## src/rtl/mem_arb_pkg.sv

```systemverilog
// Shared types and constants for the two-requester memory port arbiter.
// The optional statistics counters are enabled with MEM_ARB_STATS_EN.
package mem_arb_pkg;

  localparam int unsigned WORD_SIZE_DEF  = 16;
  localparam int unsigned QWORD_SIZE_DEF = 64;
  localparam int unsigned STAT_W         = 16;
  localparam int unsigned STATE_W        = 2;
  localparam int unsigned OP_W           = 2;

  typedef logic [STATE_W-1:0] state_t;
  typedef logic [OP_W-1:0]    op_t;

  localparam logic [1:0] IDLE    = 2'd0;
  localparam logic [1:0] BUSY0   = 2'd1;
  localparam logic [1:0] BUSY1   = 2'd2;
  localparam logic [1:0] RELEASE = 2'd3;

  localparam logic [1:0] OP_NONE    = 2'd0;
  localparam logic [1:0] OP_READ    = 2'd1;
  localparam logic [1:0] OP_WRITE   = 2'd2;
  localparam logic [1:0] OP_WRITE_Q = 2'd3;

  // One operation per request; read beats quad write beats word write.
  function automatic op_t op_sel(input logic rd, input logic wr, input logic wr_q);
    op_t op;
    op = OP_NONE;
    if (rd) begin
      op = OP_READ;
    end else if (wr_q) begin
      op = OP_WRITE_Q;
    end else if (wr) begin
      op = OP_WRITE;
    end
    return op;
  endfunction

endpackage

```

## src/rtl/mem_arb_rr_pick.sv

```systemverilog
// Combinational round-robin pick between two requesters.
// On a conflict the requester that did not win last time is chosen.
module mem_arb_rr_pick (
  input  logic [1:0] req,
  input  logic       last_grant,
  output logic [1:0] pick
);

  always_comb begin
    pick = req;
    if (req == 2'b11) begin
      pick = last_grant ? 2'b01 : 2'b10;
    end
  end

endmodule

```

## src/rtl/mem_port_arbiter.sv

```systemverilog
// Shares one multi-cycle memory port between the I-cache (r0) and D-cache (r1) fill engines.
// Define MEM_ARB_STATS_EN to add saturating grant/conflict counters.
module mem_port_arbiter
  import mem_arb_pkg::*;
#(
  parameter int unsigned WORD_SIZE  = WORD_SIZE_DEF,
  parameter int unsigned QWORD_SIZE = QWORD_SIZE_DEF
) (
  input  logic                  clk,
  input  logic                  reset_n,
  input  logic                  r0_read,
  input  logic                  r0_write,
  input  logic                  r0_write_q,
  input  logic [WORD_SIZE-1:0]  r0_address,
  input  logic [QWORD_SIZE-1:0] r0_wdata,
  output logic [QWORD_SIZE-1:0] r0_rdata,
  output logic                  r0_ack,
  input  logic                  r1_read,
  input  logic                  r1_write,
  input  logic                  r1_write_q,
  input  logic [WORD_SIZE-1:0]  r1_address,
  input  logic [QWORD_SIZE-1:0] r1_wdata,
  output logic [QWORD_SIZE-1:0] r1_rdata,
  output logic                  r1_ack,
  output logic                  m_read,
  output logic                  m_write,
  output logic                  m_write_q,
  output logic [WORD_SIZE-1:0]  m_address,
  output logic [QWORD_SIZE-1:0] m_wdata,
  input  logic [QWORD_SIZE-1:0] m_rdata,
  input  logic                  m_ready,
  input  logic                  m_ack,
  output logic [1:0]            grant
`ifdef MEM_ARB_STATS_EN
  ,
  output logic [STAT_W-1:0]     stat_grant0,
  output logic [STAT_W-1:0]     stat_grant1,
  output logic [STAT_W-1:0]     stat_conflict
`endif
);

  state_t     state;
  state_t     state_nxt;
  logic       last_grant;
  logic [1:0] req;
  logic [1:0] pick;
  op_t        op0;
  op_t        op1;
  op_t        cur_op;
  logic       done0;
  logic       done1;
  logic       conflict;

  assign req[0] = r0_read | r0_write | r0_write_q;
  assign req[1] = r1_read | r1_write | r1_write_q;
  assign op0    = op_sel(r0_read, r0_write, r0_write_q);
  assign op1    = op_sel(r1_read, r1_write, r1_write_q);

  assign done0    = (state == BUSY0) && m_ack;
  assign done1    = (state == BUSY1) && m_ack;
  assign conflict = (state == IDLE) && m_ready && (req == 2'b11);

  mem_arb_rr_pick u_rr_pick (
    .req        (req),
    .last_grant (last_grant),
    .pick       (pick)
  );

  // State register
  always_ff @(posedge clk or negedge reset_n) begin
    if (!reset_n) begin
      state <= IDLE;
    end else begin
      state <= state_nxt;
    end
  end

  // Next state: grant when the port is idle, hold until m_ack, then release
  always_comb begin
    state_nxt = state;
    case (state)
      IDLE: begin
        if (m_ready && (req != 2'b00)) begin
          state_nxt = pick[0] ? BUSY0 : BUSY1;
        end
      end
      BUSY0, BUSY1: begin
        if (m_ack) begin
          state_nxt = RELEASE;
        end
      end
      RELEASE: begin
        if (m_ready) begin
          state_nxt = IDLE;
        end
      end
      default: state_nxt = IDLE;
    endcase
  end

  // Port mux: the memory side follows the owner's live request lines
  always_comb begin
    grant     = 2'b00;
    cur_op    = OP_NONE;
    m_address = '0;
    m_wdata   = '0;
    case (state)
      BUSY0: begin
        grant     = 2'b01;
        cur_op    = op0;
        m_address = r0_address;
        m_wdata   = r0_wdata;
      end
      BUSY1: begin
        grant     = 2'b10;
        cur_op    = op1;
        m_address = r1_address;
        m_wdata   = r1_wdata;
      end
      default: begin
        grant = 2'b00;
      end
    endcase
  end

  assign m_read    = (cur_op == OP_READ);
  assign m_write   = (cur_op == OP_WRITE);
  assign m_write_q = (cur_op == OP_WRITE_Q);

  // Completion: one-cycle ack, read data captured only for reads
  always_ff @(posedge clk or negedge reset_n) begin
    if (!reset_n) begin
      r0_ack     <= 1'b0;
      r1_ack     <= 1'b0;
      r0_rdata   <= '0;
      r1_rdata   <= '0;
      last_grant <= 1'b1;
    end else begin
      r0_ack <= done0;
      r1_ack <= done1;
      if (done0 && (op0 == OP_READ)) begin
        r0_rdata <= m_rdata;
      end
      if (done1 && (op1 == OP_READ)) begin
        r1_rdata <= m_rdata;
      end
      if (conflict) begin
        last_grant <= pick[1];
      end
    end
  end

`ifdef MEM_ARB_STATS_EN
  logic issue0;
  logic issue1;

  assign issue0 = (state == IDLE) && (state_nxt == BUSY0);
  assign issue1 = (state == IDLE) && (state_nxt == BUSY1);

  // Saturating event counters
  always_ff @(posedge clk or negedge reset_n) begin
    if (!reset_n) begin
      stat_grant0   <= '0;
      stat_grant1   <= '0;
      stat_conflict <= '0;
    end else begin
      if (issue0 && (stat_grant0 != {STAT_W{1'b1}})) begin
        stat_grant0 <= stat_grant0 + STAT_W'(1);
      end
      if (issue1 && (stat_grant1 != {STAT_W{1'b1}})) begin
        stat_grant1 <= stat_grant1 + STAT_W'(1);
      end
      if (conflict && (stat_conflict != {STAT_W{1'b1}})) begin
        stat_conflict <= stat_conflict + STAT_W'(1);
      end
    end
  end
`endif

endmodule

```

## config.mk

```make
export PLATFORM = sky130hd
export DESIGN_NAME = mem_port_arbiter
export DESIGN_NICKNAME = d
export VERILOG_FILES = /design/src/rtl/mem_arb_pkg.sv /design/src/rtl/mem_arb_rr_pick.sv /design/src/rtl/mem_port_arbiter.sv
export SDC_FILE = /design/constraint.sdc
export NUM_CORES = 1
export LEC_CHECK = 0
export CORE_AREA = 2 2 173 175
export CTS_BUF_LIST = sky130_fd_sc_hd__clkbuf_8
export DETAILED_ROUTE_END_ITERATION = 8
export DIE_AREA = 0 0 175 177
export SETUP_SLACK_MARGIN = 0.02
export SYNTH_ARGS = -nofsm -noshare
export SYNTH_HDL_FRONTEND = slang
export SYNTH_SLANG_ARGS = --single-unit
```

## constraint.sdc

```tcl
create_clock -name clk -period 3.9 [get_ports clk]
set_input_delay 0.585 -clock clk [delete_from_list [all_inputs] [get_ports clk]]
set_output_delay 0.585 -clock clk [all_outputs]
set_load 0.01 [all_outputs]
```

==> run metrics <==
status=completed; Cell Area, Synth=6230 µm²; nets@finish=1,175; reg-to-reg setup timing slack=1340 ps; final hold violations=0; CTS Sinks=133; post-route clock skew=15.8 ps; CP required=3310 ps; path depth of the worst reg2reg path=7; CP max FO=21; Yosys top cell by area=dfrtp_1; max cap viols=0; syn nets=740; post-layout util=39.3%; die area=31,000 µm²; Unique masters post-synth=30; WP data arrival=2740 ps; fraction of layout instances using a drive strength above 1=18.4%; first-pass iteration count of the detailed router=4; gp weighted congestion=0.828; dpl cell area=11,100 µm²; setup ws final=573 ps; part of the cycle the worst path needs=85.3%; design area=11,500 µm²; number of global-route vias before repair=6,113; most frequent CP cell=inv_1; R2R Path End=r0_rdata[1]; CP max-delay cell=clkdlybuf4s50_1; PD cells=768 nW/µm²; WL/cell=19.0 µm; wirelength, routed=25.4 mm; slew margin rel.=43.8%; Avg Inst Size Synth=12.4 µm²; area grow syn2layout=84.3%; Gate Count Post-Synth=501; Cell Count, Final, Fillers Out=1,340; IR drop worst, VDD=0.432 mV; Die Y-Extent=177 µm; CP endpoint kind=primary output; CP Buf/Inv Count=3; cts hold-fix bufs=0; starting density of the core=21.3%; Clock Tree Buf Depth=2; root buffer cell=clkbuf_8; ranking of synthesized cells by area=dfrtp_1 (53%), mux2_2 (23%), a22oi_1 (9.6%), nor2_1 (5.0%), clkbuf_8 (2.7%); Hold Crit Class=in2async; CP top delay family=buffers and inverters; first-pass GRT wire length=37.1 mm; post-synthesis sequential area ratio=53.5%; Placed Cells incl. Taps=1,307; CTS H-tree depth=4; Slew @ Worst Pin=843 ps; CP cell instances=inv_1 -> ha_2 -> inv_1 -> o32a_1 -> nor3_1 -> clkdlybuf4s50_1; DPL Wire Length=19.5 mm; initial antenna violation count=1; drt via density=4.40; Slew Limit Fails=0; total global routing track utilization=15.9%; postcts setup bufs=0; Critical Path Max Stage Delay=580 ps; Worst-Skew Late Latency=420 ps; total power=8.82 mW; Place WS=927 ps; Resized cells post-CTS=0; yosys warns=0; worst r2r src=state[1]; TNS Setup=0 ps; Pleak=4.57 nW; I/O Pins=449; core area=29,200 µm²; hold_ws=237 ps; post-synthesis register bit count=133; Final min period=3330 ps; crit path kind=reg2out; # rows=63; Crit. Startpoint=state[0]; CTS tree=done; DRT iter0 DRCs=297; Final ANT Viol Nets=0; count of input and output buffers=448; CTS clk-pin slew, worst paths=90 ps; CTS buffer count=17; Final Setup Violations=0; vias post-DR=5,895; # DRC=0; grt ovf=0; largest net degree at the start of global routing=91; Achievable Freq=0.301 GHz; Startpoint Class=flop; post-synth top area share=53.0%; RSZ-0062 raised after global routing=false; Die X=175 µm
## cells in the final DEF, fill, tap and decap left out, types with 3 or more instances in the layout
cell type        netlist  final
clkdlybuf4s50_1        0    447
dfrtp_1              132    132
mux2_2               128    128
nor2_1                83     83
a22oi_1               80     80
clkbuf_8              12     17
buf_12                 0      6
inv_6                  0      5
inv_1                  4      4
nand2_1                3      3
nor3_1                 3      3
ha_1                   5      3
clkinvlp_4             0      3
## registers in the layout (all words and copies together) (netlist names)
signal      count
r1_ack          1
r0_rdata       64
r0_ack          1
r1_rdata       64
last_grant      1
state           2
## logic make-up (layout without fill, tap and decap cells)
kind of cell	after synthesis	count (layout)	share of synthesized area, %
DFF	133	133	53.5
other	0	1	0
adders and majority gates	5	5	1.00
AOI/OAI and AO/OA	91	91	11.0
xor gates and xnor gates	1	1	0.141
muxes	128	128	23.1
buffers and inverters	43	491	4.58
and+or+nand+nor	100	100	6.65
## worst max-delay path by stage
stage                   to  slack (ps)  cells after the start
4_1_cts            m_write         500                      6
3_3_place_gp       m_write         930                      4
3_5_place_dp       m_write         930                      5
2_1_floorplan  m_wdata[53]        1770                      6
5_1_grt            m_write         370                      6
6_report           m_write         570                      6
## power by group
group,internal (mW),total (mW),switching [mW]
combinational,2.92,5.20,2.28
clock,0.587,1.21,0.622
sequential,2.07,2.41,0.339
## cell usage after synthesis
library cell / count
clkbuf_8: 12
a221oi_1: 2
nand2b_1: 2
and2_2: 2
ha_1: 5
o31ai_1: 2
a211oi_1: 1
or4b_1: 1
nor2_1: 83
inv_1: 4
o21ai_0: 2
o32a_1: 1
a211o_1: 1
nand2_2: 2
o21bai_1: 1
nand2_1: 3
dfstp_2: 1
o221ai_1: 1
xor2_1: 1
and3_1: 1
buf_1: 4
buf_2: 3
or3_1: 1
a22oi_1: 80
dfrtp_1: 132
nor3_1: 3
clkbuf_1: 20
nor2b_1: 1
nor3b_1: 1
mux2_2: 128
## final cells by class
class | instances | area, µm²
antenna | 1 | 2.50
inverter | 4 | 15.0
clock inverter | 15 | 170
multi-input combinational | 325 | 2630
sequential | 133 | 3330
tap | 390 | 488
clock buffer | 17 | 234
fill | 2894 | 17800
timing repair buffer | 455 | 4610
## metal layers
metal | vias up | track usage, % | wire, µm
li1 | 2690 | - | -
met1 | 2896 | 18.0 | 9720
met2 | 290 | 27.7 | 12800
met5 | - | 0 | 0
met4 | 0 | 4.17 | 388
met3 | 19 | 6.53 | 2490
Power figures use the tool's default switching activity.
